`config.mk`:
```
export PLATFORM = sky130hd
export DESIGN_NAME = sramlike_mem_arbiter
export DESIGN_NICKNAME = d
export VERILOG_FILES = /design/src/rtl/sramlike_mem_arbiter.sv
export SDC_FILE = /design/constraint.sdc
export NUM_CORES = 1
export LEC_CHECK = 0
export CORE_AREA = 2 2 123 125
export CTS_BUF_LIST = sky130_fd_sc_hd__clkbuf_16
export DETAILED_ROUTE_END_ITERATION = 8
export DIE_AREA = 0 0 125 127
export GPL_ROUTABILITY_DRIVEN = 0
export GPL_TIMING_DRIVEN = 1
export HOLD_SLACK_MARGIN = 0.15
export PLACE_DENSITY = 0.56
export SYNTH_ARGS = -nofsm -noshare
export SYNTH_HDL_FRONTEND = slang
export SYNTH_SLANG_ARGS = --single-unit
```
`constraint.sdc`:
```
create_clock -name clk -period 3.26 [get_ports clk]
set_input_delay 0.652 -clock clk [delete_from_list [all_inputs] [get_ports clk]]
set_output_delay 0.652 -clock clk [all_outputs]
set_load 0.02 [all_outputs]
```
`src/rtl/sramlike_mem_arbiter.sv`:
```
// sramlike_mem_arbiter
//   Merges the core's instruction port (if_*) and data port (mem_*) onto one
//   downstream SRAM-like port (out_*). Up to DEPTH accepted requests may be
//   outstanding. Responses come back in acceptance order. A small owner FIFO
//   remembers which port issued each request, so that each out_data_ok is
//   routed back to the right port.
//
// Ports
//   clk, reset                       clock and synchronous active-high reset
//   if_ben/din/wr/addr    -> in      instruction request (ben != 0 means valid)
//   if_addr_ok/data_ok/dout <- out   instruction handshake and response
//   mem_*                            same as if_*, for the data port
//   out_ben/din/wr/addr   <- out     downstream request (ben == 0 means idle)
//   out_addr_ok/data_ok/dout -> in   downstream handshake and response
//   err_orphan            <- out     sticky flag: a response arrived with nothing in flight
module sramlike_mem_arbiter #(
  parameter int DEPTH        = 4,
  parameter int STARVE_LIMIT = 8
) (
  input  logic        clk,
  input  logic        reset,
  input  logic [3:0]  if_ben,
  input  logic [31:0] if_din,
  input  logic        if_wr,
  input  logic [31:0] if_addr,
  output logic        if_addr_ok,
  output logic        if_data_ok,
  output logic [31:0] if_dout,
  input  logic [3:0]  mem_ben,
  input  logic [31:0] mem_din,
  input  logic        mem_wr,
  input  logic [31:0] mem_addr,
  output logic        mem_addr_ok,
  output logic        mem_data_ok,
  output logic [31:0] mem_dout,
  output logic [3:0]  out_ben,
  output logic [31:0] out_din,
  output logic        out_wr,
  output logic [31:0] out_addr,
  input  logic        out_addr_ok,
  input  logic        out_data_ok,
  input  logic [31:0] out_dout,
  output logic        err_orphan
);

  localparam int PW = $clog2(DEPTH);
  localparam int CW = PW + 1;
  localparam int SW = $clog2(STARVE_LIMIT + 1);

  typedef enum logic {IDLE, HOLD} state_t;

  state_t          state_q, state_d;
  logic            owner_q, owner_d;      // 0 = instruction, 1 = data
  logic [SW-1:0]   cnt_q, cnt_d;          // starvation counter
  logic [PW-1:0]   wr_ptr_q, wr_ptr_d;
  logic [PW-1:0]   rd_ptr_q, rd_ptr_d;
  logic [CW-1:0]   count_q, count_d;
  logic            fifo_q [DEPTH];
  logic            fifo_d [DEPTH];
  logic            err_q, err_d;
  logic            rst_dly_q, rst_dly_d;

  logic block, full, if_req, mem_req, starved;
  logic present, sel, accept, push, pop, orphan, head;

  always_comb begin
    // Outputs stay quiet during reset and the cycle after it.
    block   = reset | rst_dly_q;
    full    = (count_q == CW'(DEPTH));
    if_req  = |if_ben;
    mem_req = |mem_ben;
    starved = (cnt_q == SW'(STARVE_LIMIT));

    present = 1'b0;
    sel     = owner_q;
    state_d = state_q;
    owner_d = owner_q;

    case (state_q)
      IDLE: begin
        if (!block && !full && (if_req || mem_req)) begin
          present = 1'b1;
          // Data wins unless the instruction port has waited too long.
          sel     = ~(if_req & (~mem_req | starved));
        end
      end
      HOLD: begin
        // A locked owner is never preempted. A full FIFO cannot occur here,
        // because the grant was made while a slot was free.
        if (!block) begin
          present = 1'b1;
          sel     = owner_q;
        end
      end
      default: state_d = IDLE;
    endcase

    accept = present & out_addr_ok;
    if (present) begin
      state_d = accept ? IDLE : HOLD;
      owner_d = sel;
    end

    out_ben  = 4'h0;
    out_din  = 32'h0;
    out_wr   = 1'b0;
    out_addr = 32'h0;
    if (present) begin
      out_ben  = sel ? mem_ben  : if_ben;
      out_din  = sel ? mem_din  : if_din;
      out_wr   = sel ? mem_wr   : if_wr;
      out_addr = sel ? mem_addr : if_addr;
    end
    if_addr_ok  = accept & ~sel;
    mem_addr_ok = accept & sel;

    // Owner FIFO. A slot freed by a pop only becomes usable in the next
    // cycle, because the full flag is computed from the registered count.
    push   = accept;
    pop    = ~block & out_data_ok & (count_q != '0);
    orphan = ~block & out_data_ok & (count_q == '0);
    head   = fifo_q[rd_ptr_q];

    fifo_d = fifo_q;
    if (push) fifo_d[wr_ptr_q] = sel;
    wr_ptr_d = push ? wr_ptr_q + 1'b1 : wr_ptr_q;
    rd_ptr_d = pop  ? rd_ptr_q + 1'b1 : rd_ptr_q;
    case ({push, pop})
      2'b10:   count_d = count_q + 1'b1;
      2'b01:   count_d = count_q - 1'b1;
      default: count_d = count_q;
    endcase

    if_data_ok  = pop & ~head;
    mem_data_ok = pop & head;
    if_dout     = if_data_ok  ? out_dout : 32'h0;
    mem_dout    = mem_data_ok ? out_dout : 32'h0;

    // The starvation counter only counts data grants made while an
    // instruction request is actually waiting.
    cnt_d = cnt_q;
    if (accept && !sel)
      cnt_d = '0;
    else if (!if_req)
      cnt_d = '0;
    else if (accept && sel && !starved)
      cnt_d = cnt_q + 1'b1;

    err_d      = err_q | orphan;
    rst_dly_d  = reset;
    err_orphan = err_q;
  end

  always_ff @(posedge clk) begin
    if (reset) begin
      state_q   <= IDLE;
      owner_q   <= 1'b0;
      cnt_q     <= '0;
      wr_ptr_q  <= '0;
      rd_ptr_q  <= '0;
      count_q   <= '0;
      err_q     <= 1'b0;
      rst_dly_q <= 1'b1;
      for (int i = 0; i < DEPTH; i++) fifo_q[i] <= 1'b0;
    end else begin
      state_q   <= state_d;
      owner_q   <= owner_d;
      cnt_q     <= cnt_d;
      wr_ptr_q  <= wr_ptr_d;
      rd_ptr_q  <= rd_ptr_d;
      count_q   <= count_d;
      err_q     <= err_d;
      rst_dly_q <= rst_dly_d;
      for (int i = 0; i < DEPTH; i++) fifo_q[i] <= fifo_d[i];
    end
  end

endmodule

```
======== After elaboration in Yosys (flattened, before gate mapping) ========
Cells that the tools add are included.
cells by class
  add/sub/neg operators ................... 5
  multipliers ............................. 0
  divide/modulo/power cells ............... 0
  $lt $le $gt $ge ......................... 3
  equal/unequal tests ..................... 4
  shifts and indexed selects .............. 0
  mux-type cells .......................... 24
  bitwise logic cells ..................... 21
  reduce and logical (&&, ||, !) cells .... 17
operators with widths
  cell                                                 number
  2-to-1 mux 32 bit                                    6
  2-to-1 mux 1 bit                                     10
  bitwise AND 1 bit                                    9
  2-to-1 mux 4 bit                                     2
  OR reduction 4 bit                                   2
  NOT 1 bit                                            7
  >= comparator 3 bit (second input constant)          2
  logical AND 1 bit                                    6
  NOT 2 -> 3 bit                                       2
  case mux 3 bit (2 select lines)                      1
  adder 2 x 1 -> 2 bit (second input constant)         2
  adder 4 x 1 -> 4 bit (second input constant)         1
  bitwise mux 4 bit                                    1
  == test 4 bit (second input constant)                1
  logical NOT 1 bit                                    4
  case mux 1 bit (2 select lines)                      2
  adder 3 x 1 -> 3 bit (second input constant)         1
  == test 3 bit (second input constant)                1
  logical NOT 3 bit                                    1
  < comparator 3 x 1 -> 1 bit (second input constant)  1
  OR 1 bit                                             3
  nonzero test 3 bit                                   1
  OR reduction 3 bit                                   1
  subtractor 3 x 1 -> 3 bit (second input constant)    1
  other kinds (6)                                      6
word-level totals
  register bits ........................... 19
  bits in latches ......................... 0
  bits in writable memories ............... 0
  ROM bits ................................ 0
  input port bits ......................... 174
  output and inout port bits .............. 138
  logic and storage cells ................. 86
  memories ................................ 0

======== Logic depth before layout (Yosys ltp) ========
  word-level depth ........................ 10
  mapped depth ............................ 11
  depth with buffers taken out ............ 9

======== Worst setup path after synthesis ========
Ideal clock, no wire load.
  path type ............................... input-to-output
  start ................................... in reset
  end ..................................... out out_addr[10]
  arrival time ............................ 2.408 ns
  required time ........................... 2.608 ns
  slack ................................... 0.200 ns
  stages on the path ...................... 7
  path buffers ............................ 3
  path through ............................ clkbuf_1 > or4_4 > o32ai_4 > buf_6 > buf_6 > nand2_1 > a21oi_1
on the way
  cells in the longest elaborated chain, start to end .. 8
  elaborated cells on any way between the ends .. 11
ends and longest elaborated chain
  item                             RTL line  text
  from (decl)                      21        input logic reset,
  OR 1 bit (*)                     68        block = reset | rst_dly_q;
  logical NOT 1 bit                n/a
  logical AND 1 bit (2 in a row)   81        if (!block && !full && (if_req || mem_req)) begin
  2-to-1 mux 1 bit                 81
  case mux 1 bit (2 select lines)  79        case (state_q)
  2-to-1 mux 32 bit                112       out_addr = sel ? mem_addr : if_addr;
  2-to-1 mux 32 bit (*)            108       if (present) begin
  to (decl)                        39        output logic [31:0] out_addr,
Every way passes the cells marked *; elsewhere a longest branch is shown, timed or not.

======== Worst setup path in the final report ========
  start ................................... in out_data_ok
  end ..................................... out if_dout[1]
on the way
  cells in the longest elaborated chain, start to end .. 4
ends and longest elaborated chain
  item                            RTL line  text
  from (decl)                     41        input logic out_data_ok,
  bitwise AND 1 bit (2 in a row)  120       pop = ~block & out_data_ok & (count_q != '0);
  bitwise AND 1 bit               134       if_data_ok = pop & ~head;
  2-to-1 mux 32 bit               136       if_dout = if_data_ok ? out_dout : 32'h0;
  to (decl)                       28        output logic [31:0] if_dout,
Every way passes these cells.

==> impl_metrics.tcl <==
set metrics [dict create \
    top_usage_layer "met2" \
    synth_edf_count 0 \
    ys_types 40 \
    instances_no_fill 919 \
    ant_nets 0 \
    synth_top_area_share_pct 21.13 \
    fin_skew_ps 1.489 \
    r2r_cells 10 \
    ys_warn_count 0 \
    antenna_found_initial 0 \
    drive_gt1_share_pct 20.00 \
    crit_required_ps 2610 \
    grt.total_usage_pct 15.38 \
    grt_pass1_wl_um 20230 \
    io_buffers 311 \
    finalPower_mw 1.194 \
    comb_power_share_pct 58.5 \
    cts_tree "yes" \
    first_global_vias 3759 \
    synth.avg_cell_area_um2 6.019 \
    dieWidth_um 125 \
    grtUsageMet2_pct 29.64 \
    via_per_inst 4.386 \
    swShare_pct 34.97 \
    p_seq_share_pct 20.5 \
    whs_path_depth 2 \
    status "completed" \
    ir_drop_uv 202.5 \
    muxShareOfSynthArea_pct 1.675 \
    syn_nets 604 \
    period_minus_slack_ps 3189 \
    die_h_um 127 \
    cp_max_fo 10 \
    cts_buffer_depth 2 \
    final_core_util_pct 42.23 \
    synthSimpleGateAreaFrac_pct 46.06 \
    wl_um 13630 \
    multi_input_area_um2 2033 \
    grt_max_degree 38 \
    drv_cap 0 \
    clkSlewWorstSetupHoldPaths_ps 50 \
    cts.sinks 19 \
    cts_made_buffers 3 \
    fmax_mhz 313.6 \
    synthFlopType "dfxtp_1" \
    cts-root-buf "clkbuf_16" \
    syn_area_um2 2540 \
    fillers 1492 \
    syn2layout_area_growth_pct 139.8 \
    finalHoldViolations 0 \
    synth-seq-cells 19 \
    drc 0 \
    synth_area_leader_cell "nand2_1" \
    drt-initial-drc-count 146 \
    synth_compound_area_share_pct 21.82 \
    antennaDiodeCount 0 \
    fin_crit_sh_pct 97.83 \
    hold_path.class "flop to flop" \
    synth_area_leaders "nand2_1 (21%), dfxtp_1 (15%), a21oi_1 (13%)" \
    grt_overflow 0 \
    setup_viol_count_final 0 \
    seq_area_um2 380.4 \
    floorplan.initialDensity_pct 17.61 \
    cts_hold_buf 0 \
    path_class "primary input to primary output" \
    leakagePower_nw 2.876 \
    powerDensity_nw_per_um2 196.0 \
    rows 44 \
    end_kind "primary output" \
    ioPinCount 312 \
    worst_pin_slew_ps 638.7 \
    rsz0062_at_grt "yes" \
    use_met3_pct 2.848 \
    start_kind "primary input" \
    yosysSeqAreaShare_pct 14.98 \
    relSlewSlack_pct 57.32 \
    nets 918 \
    intPower_mw 0.7762 \
    syn-instance-count 422 \
    numPlacedInstances 906 \
    synth_top_family_by_area "simple AND/OR/NAND/NOR gates" \
    use_met1_pct 18.20 \
    drv_slew 0 \
    cp_data_arrival_time_ps 2540 \
    clk_latency_ps 250 \
    drt_pass1_iterations 4 \
    synthArstFlopShare_pct 0 \
    yosys.area_share.adder_pct 4.236 \
    wl_per_cell_um 14.83 \
    hpwl_um 10440 \
    h-tree-depth 1 \
    synth_xor_area_share_pct 1.724 \
    clock_power_share_pct 21.0 \
    p_sw_mw 0.4174 \
    num_vias 4031 \
    dieArea_um2 15880 \
    coreArea_um2 14420 \
]
==> critical path: stages <==
cell             delay [ps]
clkdlybuf4s50_1         480
nand2b_1                110
nor4_4                  310
buf_4                   230
and2_1                  150
clkdlybuf4s50_1         610
==> cells in the final DEF, fill, tap and decap left out, types with 3 or more instances in the layout <==
master	synthesis	layout
and2_1	34	34
xor2_1	3	3
nand2_1	143	141
buf_6	7	11
o21ai_0	4	4
ha_1	7	7
dlymetal6s2s_1	0	15
or3_1	4	4
dfxtp_1	19	19
buf_4	1	41
buf_12	0	7
a21oi_1	68	54
dlygate4sd2_1	0	6
and3_1	32	32
or4_1	4	4
nor2_1	15	14
clkdlybuf4s15_2	0	7
clkbuf_16	0	3
clkbuf_2	0	6
buf_2	4	31
clkdlybuf4s50_1	0	218
a2bb2oi_1	4	4
a21oi_2	10	24
inv_1	12	13
==> Yosys cell counts, types with 7 or more instances <==
library cell,count
and2_1,34
clkbuf_1,22
a21oi_1,68
nand2_1,143
inv_1,12
ha_1,7
nor2_1,15
and3_1,32
buf_6,7
dfxtp_1,19
a21oi_2,10
==> path summary, 6_finish.rpt <==
kind	from	endpoint	slack, ps
max	out_data_ok	if_dout[1]	70
min	fifo_q[0]$_SDFFE_PP0P_	fifo_q[0]$_SDFFE_PP0P_	480
max reg2reg	count_q[2]$_SDFFE_PP0P_	count_q[2]$_SDFFE_PP0P_	450
min reg2reg	fifo_q[0]$_SDFFE_PP0P_	fifo_q[0]$_SDFFE_PP0P_	480
==> metal layers <==
metal	routed length [um]	part of all wire [%]
met1	5530	41
met2	7174	53
met3	793	5.8
met4	128	0.94
met5	0	0
==> sequential cells by signal (all words and copies together), names as in the netlist <==
name / count
cnt_q: 4
fifo_q: 4
count_q: 3
rd_ptr_q: 2
wr_ptr_q: 2
err_orphan: 1
owner_q: 1
rst_dly_q: 1
state_q: 1
==> per-stage QoR <==
step / setup TNS (ps) / setup WS, ps / area [um^2] / hold slack [ps]
after floorplan: 0 / 200.3 / 2540 / 450.4
after global placement: -36680 / -559.8 / 5961 / 460.6
after detailed placement: -42430 / -594.3 / 5961 / 474.0
after CTS: -345.8 / -44.66 / 6105 / 482.0
after global routing: -476.0 / -45.64 / 6091 / 502.0
final: 0 / 70.73 / 6091 / 478.5
==> cell type report <==
class | instances | share of cell area, %
Tap cell | 184 | 3.780
Clock buffer | 3 | 1.233
Sequential cell | 19 | 6.245
Timing Repair Buffer | 345 | 54.56
Inverter | 12 | 0.7395
Clock inverter | 1 | 0.06163
Multi-Input combinational cell | 355 | 33.38
==> power groups by stage <==
stage               Combinational [mW]  Sequential, mW  Clock (mW)
global route                     0.752           0.246       0.265
global placement                 0.660           0.250           0
floorplan                        0.284           0.250           0
finish                           0.698           0.245       0.250
detailed placement               0.666           0.250           0
CTS                              0.699           0.245       0.260
==> logic make-up (layout without fill, tap and decap cells) <==
logic type,count (synthesis),count (layout)
AND/OR/NAND/NOR,246,246
AO/OA/AOI/OAI,93,93
buffers and inverters,48,361
flip-flops,19,19
adder cells (fa/ha/maj),8,8
XOR/XNOR,5,5
multiplexers,3,3
==> timing repair <==
| action | in CTS | in global routing |
|---|---|---|
| pin swaps | 4 | 11 |
| endpoints found under the setup margin | 137 | 82 |
| cloned | 3 | 1 |
| buffers inserted | 5 | 2 |
| resized for setup | 243 | 121 |
Power figures use the tool's default switching activity.
==> patch 1, RTL diff (same settings) <==
Change the parameter `STARVE_LIMIT` from 8 to 4.
--- a/src/rtl/sramlike_mem_arbiter.sv
+++ b/src/rtl/sramlike_mem_arbiter.sv
@@ -17,3 +17,3 @@
   parameter int DEPTH        = 4,
-  parameter int STARVE_LIMIT = 8
+  parameter int STARVE_LIMIT = 4
 ) (
Function: changed (Yosys sat finds a counterexample within 10 cycles, from zero or initial values and one cycle with reset high).
==> patch 1 against the unedited design <==
Wire length increased by 19%. Die area unchanged. Via count increased by 15%. Power increased by 3.7%. First-iteration DRC count increased by 25%. Sequential cell count decreased by 1. Sequential power decreased by 3%. Worst setup slack improved by 11 ps. Synthesized area increased by 10%. Critical endpoint is now out_din[8]. Clock power about the same. Cell area increased by 7.6%.
==> patch 1: results (changes against the unedited design) <==
run_status:
  run_status: "finished, final reports clean"  # unchanged
synthesis:
  yosys-top-cells-area: "and2_1, a21oi_1, nand3_1"  # was nand2_1, dfxtp_1, a21oi_1
  synth.net_count: 623  # was 604
  synth.yosys.seq_area_share_pct: 12.9  # was 15.0%
  synth.avg_cell_area_um2: 6.36  # was 6.02 um^2
  ys_types: 50  # was 40
  synth.top_cells.by_count: "a21oi_1, nand3_1, and2_1"  # was nand2_1, a21oi_1, and2_1
  synth_ff_type: "dfxtp_1"  # unchanged
  async_flop_share_pct: 0  # unchanged
route:
  vias: 4651  # was 4031
  drtPass1Iterations: 5  # was 4
  drt-initial-drc-count: 183  # was 146
  drt_wl_total_um: 16200  # was 13600 um
final_layout:
  instances_no_fill: 967  # was 919
  final_nets: 966  # was 918
  largestRegisters: "fifo_q x4, cnt_q x3, count_q x3"  # was cnt_q x4, fifo_q x4, count_q x3
  insertedDiodeCount: 0  # unchanged
  drive_above_1_share_pct: 21.5  # was 20.0%
setup_path:
  r2r_cells: 10  # unchanged
  critical_path.max_stage_delay_ps: 360  # was 610 ps
  cp_max_fo: 12  # was 10
  worst_ep_arrival_time_ps: 2530  # was 2540 ps
  critPathSlowestCell: "or3_4"  # was clkdlybuf4s50_1
placement:
  dpl-instance-area_um2: 6420  # was 5960 um^2
  hpwl_um: 12400  # was 10400 um
  placed_cells_incl_taps: 938  # was 906
pwr:
  leakage_nw: 3.08  # was 2.88 nW
  vdd_ir_drop_max_uv: 160  # was 203 uV
  power_switching_mw: 0.435  # was 0.417 mW
grt:
  grt_pass1_wl_um: 24200  # was 20200 um
  grt_pass1_vias: 4523  # was 3759
  track_usage_pct: 18.5  # was 15.4%
  grt_max_degree: 28  # was 38
  grt_antenna_before_repair: 0  # unchanged
min_path:
  hold_depth: 2  # unchanged
  min_path_type: "register to register"  # unchanged
clock_tree:
  insertion_delay_ps: 250  # about the same
timing:
  worst_pin_slew_ps: 520  # was 639 ps
  finClkSkew_ps: 2.48  # was 1.49 ps
## patch 1: cell types whose count changed in the layout (fill, tap and decap cells not counted), moves of 22 or more
cell and delta:
dlygate4sd2_1 +65, clkdlybuf4s50_1 -53, a21oi_2 -22, nand2_1 -136, and2_1 +30, o21ai_0 +49, nand3_1 +71, and3_1 -27
## patch 1: logic make-up (layout without fill, tap and decap cells)
family / Yosys count / count (layout) / synth area share, %
multiplexers: 1 / 1 / 0.803
XOR/XNOR: 4 / 4 / 1.25
AO/OA/AOI/OAI: 170 / 170 / 34.8
AND/OR/NAND/NOR: 179 / 179 / 36.4
buffers and inverters: 61 / 403 / 10.0
flip-flops: 18 / 18 / 12.9
adder cells (fa/ha/maj): 8 / 8 / 3.84
## patch 1: area by class of cell
| cell class | instances | area, um^2 |
|---|---|---|
| well taps | 184 | 230 |
| multi-input cells | 362 | 2200 |
| repair buffers | 384 | 3630 |
| clock buffers | 3 | 75.1 |
| flip-flops and latches | 18 | 360 |
| clock inverters | 1 | 3.75 |
| inverters | 15 | 58.8 |
| fillers | 1491 | 7870 |
## patch 1: worst paths after layout
| check | from | endpoint | slack (ps) |
|---|---|---|---|
| max reg2reg | count_q[2] | count_q[2] | 700 |
| min | err_orphan | err_orphan | 480 |
| min reg2reg | err_orphan | err_orphan | 480 |
| max | reset | out_din[8] | 80 |
## patch 1: power by group through the flow
stage / logic (mW) / clock network [mW] / registers (mW)
after floorplan: 0.289 / 0 / 0.241
after global placement: 0.722 / 0 / 0.242
after detailed placement: 0.727 / 0 / 0.242
after CTS: 0.747 / 0.258 / 0.237
after global routing: 0.803 / 0.266 / 0.239
final: 0.750 / 0.250 / 0.237
## patch 1: what timing repair did
action	4_1_cts	5_1_grt
cloned	5	2
resized for setup	341	37
setup endpoints to repair	138	59
pin swaps	7	7
setup buffers	18	0
endpoints found under the hold margin	0	0
## patch 1: layer usage
metal / wire length, um / up-vias / track usage, %
met5: 0 / - / 0
met4: 599 / 0 / 6.80
met3: 1110 / 39 / 3.73
met2: 8280 / 236 / 34.3
met1: 6170 / 2100 / 21.1
li1: - / 2276 / -
## patch 1: per-stage QoR
stage               utilization, %  setup slack [ps]
global placement              44.5              -603
global route                  45.4             -3.11
detailed placement            44.5              -623
CTS                           45.7             -2.11
floorplan                        -               233
finish                        45.4              82.0
## patch 1: critical path: cells and delay by family
family          cells  cell delay, ps
buf+inv             5             990
compound gates      2             430
simple gates        2             440
==> patch 2, RTL diff (same settings) <==
Without the edit above. Register the input `mem_addr` before use. The logic sees it one clock later. The other inputs are not delayed to match.
--- a/src/rtl/sramlike_mem_arbiter.sv
+++ b/src/rtl/sramlike_mem_arbiter.sv
@@ -50,2 +50,8 @@
   typedef enum logic {IDLE, HOLD} state_t;
+
+  logic [31:0] mem_addr_q;
+
+  always_ff @(posedge clk) begin
+    mem_addr_q <= mem_addr;
+  end
 
@@ -111,3 +117,3 @@
       out_wr   = sel ? mem_wr   : if_wr;
-      out_addr = sel ? mem_addr : if_addr;
+      out_addr = sel ? mem_addr_q : if_addr;
     end
Check against the original RTL: not equivalent (a bounded check fails within 4 cycles, from zero or initial values and one cycle with reset high).
==> patch 2 against the unedited design <==
Synthesized area grew 25%. Combinational power shrank 0.6%. Via count grew 7.2%. Worst setup slack lost 24 ps. Sequential cell count grew 32. Wire length grew 14%. Power grew 58%. Cell area grew 11%. Utilization grew 4.8 points. Highest routed layer unchanged.
==> patch 2: results (changes against the unedited design) <==
run_status:
  run_status: "finished, final reports clean"  # unchanged
route:
  drt-initial-drc-count: 184  # was 146
  route.met2.wl_um: 7940  # was 7170 um
  met1Wirelength_um: 5960  # was 5530 um
  wl_met3_um: 1240  # was 793 um
  wl_per_cell_um: 15.9  # was 14.8 um
  viasPerCell: 4.44  # was 4.39
pwr:
  leakage_nw: 3.37  # was 2.88 nW
  seq_power_mw: 0.661  # was 0.245 mW
  finalPower_mw: 1.89  # was 1.19 mW
  vdd_ir_drop_max_uv: 234  # was 203 uV
synthesis:
  yosys-top-cells-area: "dfxtp_1, nand2_1, a21oi_1"  # was nand2_1, dfxtp_1, a21oi_1
  synth_compound_area_share_pct: 15.9  # was 21.8%
  synth.avg_cell_area_um2: 6.94  # was 6.02 um^2
  synth.net_count: 638  # was 604
  ys_types: 39  # was 40
  muxShareOfSynthArea_pct: 1.34  # was 1.67%
  synth_xor_area_share_pct: 1.38  # was 1.72%
setup_path:
  worst_ep_arrival_time_ps: 2560  # was 2540 ps
  cp_max_fo: 6  # was 10
final_layout:
  drive_above_1_share_pct: 18.4  # was 20.0%
  instances_no_fill: 973  # was 919
  largestRegisters: "mem_addr_q x32, cnt_q x4, fifo_q x4"  # was cnt_q x4, fifo_q x4, count_q x3
grt:
  grt_max_degree: 45  # was 38
  grt_pass1_wl_um: 23100  # was 20200 um
  grt_antenna_before_repair: 1  # was 0
  grt_pass1_vias: 4395  # was 3759
  use_met1_pct: 20.4  # was 18.2%
  grtUsageMet2_pct: 33.7  # was 29.6%
  met3_usage_pct: 4.69  # was 2.85%
  track_usage_pct: 18.1  # was 15.4%
placement:
  place_ws_ps: -816  # was -594 ps
  hpwl_um: 12000  # was 10400 um
  dpl-instance-area_um2: 6680  # was 5960 um^2
clock_tree:
  cts_resized: 237  # was 243
  cts_inserted_buffers: 5  # was 3
  clk_pin_slew_ps: 70  # was 50 ps
  insertion_delay_ps: 290  # was 250 ps
  htree_levels: 2  # was 1
timing:
  finClkSkew_ps: 8.28  # was 1.49 ps
  slew_headroom_pct: 61.3  # was 57.3%
-- patch 2: critical path, stage by stage --
cell and delay (ps):
dlygate4sd2_1 260, nor4_2 290, buf_4 180, nor2_2 50
buf_4 130, o32a_4 390, buf_12 170, buf_16 130
nand2_1 70, a21oi_2 80, buf_4 160
-- patch 2: layout make-up --
| cell class | count | area [um^2] |
|---|---|---|
| Tap cell | 184 | 230 |
| Clock buffer | 5 | 125 |
| Clock inverter | 3 | 20.0 |
| Fill cell | 1461 | 7640 |
| Antenna cell | 1 | 2.50 |
| Timing Repair Buffer | 361 | 3400 |
| Sequential cell | 51 | 1020 |
| Inverter | 13 | 48.8 |
| Multi-Input combinational cell | 355 | 1940 |
-- patch 2: worst paths after layout --
kind | end | cells past startpoint | slack (ps) | start
max | out_din[29] | 11 | 50 | mem_ben[2]
min | err_orphan | 2 | 490 | err_orphan
max reg2reg | count_q[2] | 11 | 650 | count_q[2]
min reg2reg | err_orphan | 2 | 490 | err_orphan
